### src/rtl/jtframe_romrsp_pkg.sv
// Shared types and constants for the jtframe ROM responder.
package jtframe_romrsp_pkg;

  localparam int HW   = 16;
  localparam int NCLI = 2;

  typedef enum logic [2:0] {
    ST_IDLE     = 3'd0,
    ST_WAIT_ACK = 3'd1,
    ST_WAIT_DST = 3'd2,
    ST_WAIT_RDY = 3'd3,
    ST_POST     = 3'd4
  } state_t;

  // Watchdog counter width: wide enough for the limit, never narrower than 8 bits
  function automatic int unsigned cnt_width(int unsigned tout);
    return ($clog2(tout + 1) > 8) ? $clog2(tout + 1) : 8;
  endfunction

endpackage

### src/rtl/jtframe_romrsp_if.sv
// Client request/response and SDRAM controller signals of the ROM responder.
interface jtframe_romrsp_if #(
  parameter int AW = 22
);
  import jtframe_romrsp_pkg::*;

  logic          req0;
  logic [AW-1:0] addr0;
  logic          req1;
  logic [AW-1:0] addr1;
  logic [2*HW-1:0] din;
  logic          din_ok;
  logic          we0;
  logic          we1;
  logic          sd_rd;
  logic [AW-1:0] sd_addr;
  logic          sd_ack;
  logic          sd_dst;
  logic          sd_rdy;
  logic [HW-1:0] sd_din;
  logic          err;

  // responder side
  modport slave (
    input  req0, addr0, req1, addr1, sd_ack, sd_dst, sd_rdy, sd_din,
    output din, din_ok, we0, we1, sd_rd, sd_addr, err
  );

  // clients plus SDRAM controller side
  modport master (
    output req0, addr0, req1, addr1, sd_ack, sd_dst, sd_rdy, sd_din,
    input  din, din_ok, we0, we1, sd_rd, sd_addr, err
  );

endinterface

### src/rtl/jtframe_romrsp_arb.sv
// Combinational 2-way arbiter: round-robin on ties when rr is set, else client 0 wins.
module jtframe_romrsp_arb
  import jtframe_romrsp_pkg::*;
(
  input  logic [NCLI-1:0] req,
  input  logic            rr,
  input  logic            last,
  output logic            gnt,
  output logic            valid
);

  always_comb begin
    valid = |req;
    if (req == 2'b11) gnt = rr & ~last;
    else              gnt = req[1];
  end

endmodule

### src/rtl/jtframe_romrsp.sv
// SDRAM-side ROM responder for two clients; one 2x16-bit read burst per grant.
// Optional watchdog enabled by defining JTFRAME_ROMRSP_TIMEOUT_EN.
module jtframe_romrsp
  import jtframe_romrsp_pkg::*;
#(
  parameter int AW   = 22,
  parameter int RR   = 1,
  parameter int TOUT = 255
)(
  input  logic clk,
  input  logic rst_n,
  jtframe_romrsp_if.slave bus
);

  if (TOUT < 16) begin : g_bad_tout
    $error("jtframe_romrsp: TOUT must be at least 16");
  end

  state_t          st, nx;
  logic            gnt, last;
  logic            arb_gnt, arb_valid;
  logic [HW-1:0]   low;
  logic [2*HW-1:0] din_r;
  logic [AW-1:0]   addr_r;
  logic            tout_hit;
  logic            sd_rd_c, din_ok_c, we0_c, we1_c;

  jtframe_romrsp_arb u_arb (
    .req   ({bus.req1, bus.req0}),
    .rr    (RR != 0),
    .last  (last),
    .gnt   (arb_gnt),
    .valid (arb_valid)
  );

`ifdef JTFRAME_ROMRSP_TIMEOUT_EN
  localparam int unsigned CW = cnt_width(TOUT);
  logic [CW-1:0] cnt;
  logic          in_wait;
  logic          err_r;

  assign in_wait  = (st == ST_WAIT_ACK) || (st == ST_WAIT_DST) || (st == ST_WAIT_RDY);
  assign tout_hit = in_wait && (cnt == CW'(TOUT - 1));

  always_ff @(posedge clk or negedge rst_n) begin
    if (!rst_n) begin
      cnt   <= '0;
      err_r <= 1'b0;
    end else begin
      if (!in_wait || st != nx) cnt <= '0;
      else                      cnt <= cnt + CW'(1);
      // only the watchdog can move a wait state back to IDLE
      if (in_wait && nx == ST_IDLE) err_r <= 1'b1;
    end
  end

  assign bus.err = err_r;
`else
  assign tout_hit = 1'b0;
  assign bus.err  = 1'b0;
`endif

  always_ff @(posedge clk or negedge rst_n) begin
    if (!rst_n) st <= ST_IDLE;
    else        st <= nx;
  end

  always_comb begin
    nx = st;
    case (st)
      ST_IDLE:     if (arb_valid) nx = ST_WAIT_ACK;
      ST_WAIT_ACK: begin
        if (bus.sd_ack) nx = bus.sd_dst ? ST_WAIT_RDY : ST_WAIT_DST;
        else if (tout_hit) nx = ST_IDLE;
      end
      ST_WAIT_DST: begin
        if (bus.sd_dst)    nx = ST_WAIT_RDY;
        else if (tout_hit) nx = ST_IDLE;
      end
      ST_WAIT_RDY: begin
        if (bus.sd_rdy)    nx = ST_POST;
        else if (tout_hit) nx = ST_IDLE;
      end
      ST_POST:     nx = ST_IDLE;
      default:     nx = ST_IDLE;
    endcase
  end

  always_comb begin
    sd_rd_c  = 1'b0;
    din_ok_c = 1'b0;
    we0_c    = 1'b0;
    we1_c    = 1'b0;
    case (st)
      ST_WAIT_ACK: sd_rd_c = 1'b1;
      ST_POST: begin
        din_ok_c = 1'b1;
        we0_c    = ~gnt;
        we1_c    = gnt;
      end
      default: ;
    endcase
  end

  // Grant, address and data capture; last starts at 1 so client 0 wins the first tie
  always_ff @(posedge clk or negedge rst_n) begin
    if (!rst_n) begin
      gnt    <= 1'b0;
      last   <= 1'b1;
      addr_r <= '0;
      low    <= '0;
      din_r  <= '0;
    end else begin
      if (st == ST_IDLE && arb_valid) begin
        gnt    <= arb_gnt;
        last   <= arb_gnt;
        addr_r <= arb_gnt ? bus.addr1 : bus.addr0;
      end
      if ((st == ST_WAIT_ACK && bus.sd_ack && bus.sd_dst) ||
          (st == ST_WAIT_DST && bus.sd_dst))
        low <= bus.sd_din;
      if (st == ST_WAIT_RDY && bus.sd_rdy)
        din_r <= {bus.sd_din, low};
    end
  end

  assign bus.sd_rd   = sd_rd_c;
  assign bus.sd_addr = addr_r;
  assign bus.din     = din_r;
  assign bus.din_ok  = din_ok_c;
  assign bus.we0     = we0_c;
  assign bus.we1     = we1_c;

endmodule

### src/flat_wrapper.sv
// flat-port wrapper written by rule: the top's interface ports become plain ports
module jtframe_romrsp_flat import jtframe_romrsp_pkg::*;
#(
  parameter int AW   = 22,
  parameter int RR   = 1,
  parameter int TOUT = 255
)
  (clk, rst_n, bus_req0, bus_addr0, bus_req1, bus_addr1, bus_sd_ack, bus_sd_dst, bus_sd_rdy, bus_sd_din, bus_din, bus_din_ok, bus_we0, bus_we1, bus_sd_rd, bus_sd_addr, bus_err);
  jtframe_romrsp_if #(.AW(AW)) bus_i ();
  input  logic clk;
  input  logic rst_n;
  input wire logic [$bits(bus_i.req0)-1:0] bus_req0;
  input wire logic [$bits(bus_i.addr0)-1:0] bus_addr0;
  input wire logic [$bits(bus_i.req1)-1:0] bus_req1;
  input wire logic [$bits(bus_i.addr1)-1:0] bus_addr1;
  input wire logic [$bits(bus_i.sd_ack)-1:0] bus_sd_ack;
  input wire logic [$bits(bus_i.sd_dst)-1:0] bus_sd_dst;
  input wire logic [$bits(bus_i.sd_rdy)-1:0] bus_sd_rdy;
  input wire logic [$bits(bus_i.sd_din)-1:0] bus_sd_din;
  output wire logic [$bits(bus_i.din)-1:0] bus_din;
  output wire logic [$bits(bus_i.din_ok)-1:0] bus_din_ok;
  output wire logic [$bits(bus_i.we0)-1:0] bus_we0;
  output wire logic [$bits(bus_i.we1)-1:0] bus_we1;
  output wire logic [$bits(bus_i.sd_rd)-1:0] bus_sd_rd;
  output wire logic [$bits(bus_i.sd_addr)-1:0] bus_sd_addr;
  output wire logic [$bits(bus_i.err)-1:0] bus_err;
  assign bus_i.req0 = bus_req0;
  assign bus_i.addr0 = bus_addr0;
  assign bus_i.req1 = bus_req1;
  assign bus_i.addr1 = bus_addr1;
  assign bus_i.sd_ack = bus_sd_ack;
  assign bus_i.sd_dst = bus_sd_dst;
  assign bus_i.sd_rdy = bus_sd_rdy;
  assign bus_i.sd_din = bus_sd_din;
  assign bus_din = bus_i.din;
  assign bus_din_ok = bus_i.din_ok;
  assign bus_we0 = bus_i.we0;
  assign bus_we1 = bus_i.we1;
  assign bus_sd_rd = bus_i.sd_rd;
  assign bus_sd_addr = bus_i.sd_addr;
  assign bus_err = bus_i.err;
  jtframe_romrsp #(.AW(AW), .RR(RR), .TOUT(TOUT)) u_core (.clk(clk), .rst_n(rst_n), .bus(bus_i));
endmodule
### config.mk
export PLATFORM = sky130hd
export DESIGN_NAME = jtframe_romrsp_flat
export DESIGN_NICKNAME = d
export VERILOG_FILES = /design/src/rtl/jtframe_romrsp_pkg.sv /design/src/rtl/jtframe_romrsp_if.sv /design/src/rtl/jtframe_romrsp_arb.sv /design/src/rtl/jtframe_romrsp.sv /design/src/flat_wrapper.sv
export SDC_FILE = /design/constraint.sdc
export NUM_CORES = 1
export LEC_CHECK = 0
export BUFFER_PORTS_ARGS = -buffer_cell sky130_fd_sc_hd__buf_2
export CORE_MARGIN = 5
export CORE_UTILIZATION = 46
export DETAILED_ROUTE_END_ITERATION = 8
export PLACE_DENSITY = 0.82
export SLEW_MARGIN = 15
export SYNTH_ARGS = -nofsm -noshare
export SYNTH_HDL_FRONTEND = slang
export SYNTH_SLANG_ARGS = --single-unit
export TNS_END_PERCENT = 10
### constraint.sdc
create_clock -name clk -period 2.2 [get_ports clk]
set_clock_uncertainty 0.05 [all_clocks]
set_input_delay 0 -clock clk [delete_from_list [all_inputs] [get_ports clk]]
set_output_delay 0 -clock clk [all_outputs]
set_load 0.05 [all_outputs]
==> Word-level counts from Yosys, hierarchy flattened <==
Index checks and enable logic that the tools add are counted.
{ "classes": {"n_mux": 12, "n_bitwise": 2, "n_eq_ne": 9, "n_reduce_logical": 9} }
{ "ops": {"columns": ["cell", "count"], "rows": [
  ["$mux 22", 1],
  ["$mux 3", 4],
  ["$pmux 3 s4", 1],
  ["$eq 3x2->1 const B", 2],
  ["$mux 1", 6],
  ["$ne 2x2->1 const B", 3],
  ["$logic_and 1x1->1", 5],
  ["$reduce_and 4->1", 1],
  ["$eq 3x1->1 const B", 1],
  ["$eq 3x3->1 const B", 1],
  ["$logic_not 3->1", 1],
  ["$eq 2x2->1 const B", 1],
  ["$ne 2x1->1 const B", 1],
  ["$not 1->1", 2],
  ["$reduce_or 2->1", 1],
  ["$logic_or 1x1->1", 1]
]} }
{ "word_totals": {"output_inout_bits": 59, "in_bits": 67, "wordCells": 38, "reg_bits": 75} }

==> Depth between registers and ports, before layout <==
Gate-level depths: netlist of run 1.
{ "logic_depth": {"ltp_word": 4, "depth_mapped": 5, "ltp_nobuf": 3} }

==> Hierarchy <==
A second synthesis of run 1 with hierarchy kept.
{ "hier_totals": {"cells_unflattened": 294, "area_unflattened_um2": 3474.6} }
{ "modules_own_cells": {"columns": ["module", "cells_each", "seq_area_each_um2", "n_inst", "area_per_inst_um2"], "rows": [
  ["jtframe_romrsp", 291, 1878.1, 1, 3454.6],
  ["jtframe_romrsp_arb", 3, 0.0, 1, 20.0]
]} }

==> Worst setup path before layout of run 1 <==
No wires, ideal clock.
{ "synth_timing": {"path_kind": "register -> output", "startpoint": "register u_core.st[0]", "endpoint": "output port bus_we0", "path_stages_with_launch": 5, "arrival_time_ns": 1.866, "path_slack_ns": 0.284, "path_buffers": 1, "required_ns": 2.150, "path_cell_list": "dfrtp_1 buf_4 nor2_1 and2_1 nor2b_1"} }
{ "synth_between": {"elab_chain_len": 2} }
{ "synth_rtl": {"columns": ["item", "line", "text"], "rows": [
  ["start, declared", "jtframe_romrsp.sv:19", "state_t st, nx;"],
  ["start signal, assigned", "jtframe_romrsp.sv:65", "else st <= nx;"],
  ["$eq 3x3->1", "jtframe_romrsp.sv:94", "case (st)"],
  ["$mux 1", "jtframe_romrsp.sv:94", null],
  ["end, declared", "flat_wrapper.sv:22", "output wire logic [$bits(bus_i.we0)-1:0] bus_we0;"]
]} }
Every way passes these cells.

==> Worst setup path in the final report of run 1 <==
{ "layout_timing": {"startpoint": "register u_core.last", "endpoint": "register u_core.addr_r[5] (netlist: u_core.bus.sd_addr[5])"} }
{ "layout_between": {"elab_chain_len": 3} }
{ "layout_rtl": {"columns": ["item", "line", "text"], "rows": [
  ["start, declared", "jtframe_romrsp.sv:20", "logic gnt, last;"],
  ["start signal, assigned", "jtframe_romrsp.sv:116", "last <= arb_gnt;"],
  ["$not 1->1", "jtframe_romrsp_arb.sv:14", "if (req == 2'b11) gnt = rr & ~last;"],
  ["$mux 1", "jtframe_romrsp_arb.sv:14", null],
  ["$mux 22", "jtframe_romrsp.sv:117", "addr_r <= arb_gnt ? bus.addr1 : bus.addr0;"],
  ["end signal, assigned", "jtframe_romrsp.sv:117", null],
  ["end, declared", "jtframe_romrsp.sv:24", "logic [AW-1:0] addr_r;"]
]} }
Every way passes these cells.
A chain may end at the register's enable or synchronous reset.

==> qor.yml, run 1 <==
cts:
  cts.sinks: 75
  cts_tree: "done"
  cts_htree_levels: 3
  cts.reportedPaths.clkPinSlew_ps: 80
  numCtsBuffers: 9
  clock_path_buffers: 2
  root_buffer: "clkbuf_8"
  clock_latency_ps: 350
setup_path:
  crit_path_end_kind: "flop"
  cp_max_fo: 22
  crit_required_ps: 2390
  worstPathArrival_ps: 2380
  critPathKind: "reg -> reg"
  r2r_setup_slack_ps: 10
  critPathLaunchType: "flop"
routing:
  drtAntennaViolNets: 0
  via_count: 2408
  drcViolationCount: 0
  drtIter0Drc: 65
  vias_per_cell: 5.03
  drtPass1Iterations: 4
  routed_wl_um: 8260
  wl_per_cell_um: 17.2
floorplan:
  die-area_um2: 8700
  die_width_um: 93.3
  start_util: 0.472
  ios: 126
  die_y_um: 93.3
  core_um2: 6760
  fp-row-count: 30
finish:
  diodes: 0
  final_nets: 461
  area_growth_pct: 47.7
  drive_gt1_frac: 0.596
  final_cell_area_um2: 4710
placement:
  io_buffers: 124
  place_hpwl_um: 4780
  place_area_um2: 3850
  gp_congestion: 0.668
synth:
  synth_top_area_cell: "dfrtp_1"
  syn_inst: 202
  syn_avg_cell_area_um2: 15.8
  synth_area_um2: 3190
  synth_warnings: 0
  synth_seq_area_share: 0.589
  syn_nets: 269
  ys_async_sr_fraction: 1.00
  synth_seq_cells: 75
  synth_top_area_frac: 0.581
  synth_edf_count: 0
  ys.flop_type: "dfrtp_1"
  synth_area_leaders: "dfrtp_1 58%, mux2_2 32%, buf_6 1.4%, mux2_1 1.4%, dfstp_2 0.82%"
  ys_types: 25
global_routing:
  grt_pass1_vias: 2664
  antenna_found_initial: 0
  track_usage: 0.193
  grt_first_pass_wirelength_um: 13100
  gr-total-overflow: 0
  grt_max_degree: 76
run:
  max_cap_violations: 0
sta:
  slew_violations: 0
  fin_crit_ps: 2190
  relSlewSlack: 0.378
  max_freq_mhz: 457
  finalCritPeriodShare: 0.995
  tightest_slew_ps: 933
  finalSetupTns_ps: 0
  whs_ps: 137
  hold_viol_final: 0
  finalSetupViolCount: 0
outcome:
  status: "complete, no violations"
power_and_ir_drop:
  vdd_drop_max_mv: 1.05
  power_leakage_nw: 2.23
  power_density_nw_per_um2: 1600
min_path:
  hp-class: "in -> reg"
[final cells by class]
class	count	area, µm²
Clock buffer	9	124
Timing Repair Buffer	192	1310
Clock inverter	7	75.1
Tap cell	80	100
Sequential cell	75	1880
Inverter	1	3.75
Fill cell	439	2040
Multi-Input combinational cell	115	1220
[critical path: stages, from the launching register on]
cell           delay [ps]
dfstp_2               380
a21boi_2              220
buf_12                210
mux2_2                340
dlygate4sd3_1         580
mux2_2                280
[registers in the layout (all words and copies together) (netlist names)]
name / count
u_core.bus.din: 32
u_core.bus.sd_addr: 22
u_core.gnt: 1
u_core.last: 1
u_core.low: 16
u_core.st: 3
[logic make-up after synthesis]
kind of cell	after synthesis	share of synthesized area
mux	94	0.332
compound gates	6	0.0165
simple gates	14	0.0337
flops	75	0.589
buf+inv	12	0.0278
other cells	1	0.00118
[where the power goes]
part	switching [mW]	internal [mW]
clock network	0.533	0.529
registers	0.391	2.09
logic	2.66	1.34
[metal layers]
metal	GRT usage	routed length [µm]
met3	0.0636	885
met5	0	0
met4	0.0696	99
met1	0.225	3170
met2	0.331	4110
[synthesized netlist by cell type, types with 2 or more instances]
cell and number:
mux2_2 90, dfrtp_1 74, buf_2 5, buf_6 4
mux2_1 4, nor2_1 3, buf_4 2, nand2_1 2
nand2b_1 2
[path summary, 6_finish.rpt]
| path | start | endpoint | cells after the start |
|---|---|---|---|
| min in group asynchronous | rst_n | u_core.bus.sd_addr[7] | 2 |
| max in group asynchronous | rst_n | u_core.bus.din[5] | 2 |
| setup reg to reg | u_core.last | u_core.bus.sd_addr[5] | 5 |
| hold / removal | bus_req1 | u_core.last | 3 |
| setup / recovery | u_core.last | u_core.bus.sd_addr[5] | 5 |
| hold reg to reg | u_core.low[14] | u_core.low[14] | 1 |
[placed cells by master, fill, tap and decap left out]
master         count
clkinvlp_4         3
nand2b_1           2
buf_12             1
dfrtp_1           74
inv_6              2
a21boi_2           1
dfstp_2            1
buf_2            123
bufinv_16          1
buf_4              3
dlygate4sd3_1     65
nand3b_4           1
conb_1             1
nand2_1            2
and2_1             1
a21oi_1            1
nand4b_1           1
inv_1              1
nor2_1             3
o21ai_0            1
nor2b_1            1
a211oi_1           1
nor3b_1            1
nor4_4             1
clkbuf_8           9
a21oi_4            1
and3_1             1
clkinv_2           1
a21o_1             1
mux2_2            90
mux2_1             4
[repair_timing]
action	CTS	global route
hold endpoints to repair	131	0
gates resized for setup	0	3
hold buffers	65	0
buffers inserted	0	0
setup endpoints to repair	0	17
[stage by stage]
step	setup slack [ps]	util	power (mW)	instances
final	11.3	0.697	7.54	479
after detailed placement	374	0.570	6.35	398
after global routing	-14.0	0.697	7.92	479
after CTS	5.89	0.696	7.55	479
after global placement	449	0.570	6.22	398
after floorplan	284	-	5.49	202
No activity file was read; power rests on OpenSTA's default activity.
==> run 2, diff against run 1 <==
--- a/config.mk
+++ b/config.mk
@@ -7,9 +7,9 @@
 export LEC_CHECK = 0
 export BUFFER_PORTS_ARGS = -buffer_cell sky130_fd_sc_hd__buf_2
 export CORE_MARGIN = 5
-export CORE_UTILIZATION = 46
+export CORE_UTILIZATION = 30
 export DETAILED_ROUTE_END_ITERATION = 8
-export PLACE_DENSITY = 0.82
+export PLACE_DENSITY = 0.6
 export SLEW_MARGIN = 15
 export SYNTH_ARGS = -nofsm -noshare
 export SYNTH_HDL_FRONTEND = slang
==> run 2 against run 1 <==
- register-to-register slack better by 70 ps
- non-clock buffer count unchanged
- clock power up 23%
- via count down 2.0%
- sequential share of layout area down 1.0 points
- largest cell class unchanged
- sequential cell count unchanged
- highest routed layer is now met5
- critical path depth unchanged
- power up 2.6%
- sequential power about the same
- wire length down 4.0%
- maximum frequency up 3.3%
- first-iteration DRC count down 20%
==> qor.yml, run 2 (synthesized netlist as in run 1, its figures left out) <==
sta:
  hold_viol_final: 0
  finalCritPeriodShare: 0.963
  rsz0062_at_grt: "false"
  finalSetupTns_ps: 0
  max_freq_mhz: 472
  fin_crit_ps: 2120
  relSlewSlack: 0.373
  finalSetupViolCount: 0
  tightest_slew_ps: 940
  setup_ws_ps: 81.6
  whs_ps: 122
  slew_violations: 0
min_path:
  hp-class: "in -> reg"
power_and_ir_drop:
  power_leakage_nw: 2.27
  power_density_nw_per_um2: 1600
  finalPower_mw: 7.73
  vdd_drop_max_mv: 0.787
routing:
  wl_per_cell_um: 14.8
  drcViolationCount: 0
  drtPass1Iterations: 4
  routed_wl_um: 7930
  drtIter0Drc: 52
  vias_per_cell: 4.41
  drtAntennaViolNets: 0
  via_count: 2360
floorplan:
  die_width_um: 113
  core_um2: 10400
  fp-row-count: 37
  ios: 126
  die_y_um: 113
  die-area_um2: 12800
  start_util: 0.308
placement:
  dp.cells: 454
  place_hpwl_um: 4910
  pre_cts_slack_ps: 337
  io_buffers: 124
  gp_congestion: 0.792
  place_area_um2: 3920
global_routing:
  grt_first_pass_wirelength_um: 13000
  track_usage: 0.128
  grt_max_degree: 76
  antenna_found_initial: 1
  gr-total-overflow: 0
  grt_pass1_vias: 2680
setup_path:
  crit_slowest_cell: "dlygate4sd3_1"
  worstPathArrival_ps: 2290
  crit_required_ps: 2370
  path_cells: "a21boi_2 -> buf_12 -> mux2_2 -> dlygate4sd3_1 -> mux2_2"
  critPathLaunchType: "flop"
  cp_slowest_stage_delay_ps: 570
  crit_family: "buffers and inverters"
  critPathKind: "reg -> reg"
  cp_max_fo: 23
  cp_num_buf_inv: 2
  cp_common_cell: "mux2_2"
  crit_path_end_kind: "flop"
finish:
  area_growth_pct: 51.5
  final_core_util: 0.466
  final_nets: 461
  final_cell_area_um2: 4830
  diodes: 0
  largest_reg_flops: 32
  final_common_cell: "buf_2"
  stdcell_count: 535
  final_cell_mix: "123 x buf_2, 90 x mux2_2, 74 x dfrtp_1, 65 x dlygate4sd3_1, 10 x clkbuf_8"
  drive_gt1_frac: 0.596
outcome:
  status: "complete, no violations"
run:
  max_cap_violations: 0
cts:
  clock_latency_ps: 340
  clock_path_buffers: 2
  cts.reportedPaths.clkPinSlew_ps: 70
  numCtsBuffers: 9
  root_buffer: "clkbuf_8"
  cts.sinks: 75
  cts_tree: "done"
  cts_htree_levels: 3
[run 2: worst register-to-register path, cell delays in order, from the launching register on]
cell	delay (ps)
dfstp_2	380
a21boi_2	190
buf_12	200
mux2_2	360
dlygate4sd3_1	570
mux2_2	260
[run 2: routing by layer]
| layer | global-route usage | vias up | wire length (µm) |
|---|---|---|---|
| met5 | 0 | - | 13 |
| met2 | 0.220 | 102 | 3810 |
| met4 | 0.0313 | 2 | 75 |
| met3 | 0.0620 | 11 | 907 |
| li1 | - | 1096 | - |
| met1 | 0.142 | 1149 | 3130 |
[run 2: worst paths after layout]
path	start	to	slack, ps	cells after the start
min reg2reg	u_core.low[12]	u_core.low[12]	430	1
max in group asynchronous	rst_n	u_core.bus.din[14]	1190	2
max reg2reg	u_core.last	u_core.bus.sd_addr[1]	80	5
min in group asynchronous	rst_n	u_core.bus.sd_addr[7]	280	2
min	bus_req1	u_core.last	120	3
max	u_core.last	u_core.bus.sd_addr[1]	80	5
[run 2: repair_timing]
action | in CTS | in global routing
resized for setup | 0 | 3
hold endpoints to repair | 131 | 0
setup endpoints to repair | 0 | 21
hold buffers | 65 | 0
buffers inserted | 0 | 0
[run 2: area by class of cell]
cell class | count | area (µm²)
Fill cell | 912 | 5540
Sequential cell | 75 | 1880
Timing Repair Buffer | 192 | 1310
Multi-Input combinational cell | 115 | 1220
Tap cell | 136 | 170
Clock buffer | 10 | 138
Clock inverter | 6 | 113
Inverter | 1 | 3.75
[run 2: report_power, final]
| group | internal [mW] | total [mW] | switching (mW) |
|---|---|---|---|
| Sequential | 2.09 | 2.46 | 0.373 |
| Clock | 0.786 | 1.30 | 0.510 |
| Combinational | 1.34 | 3.97 | 2.63 |
| Total | 4.22 | 7.73 | 3.51 |
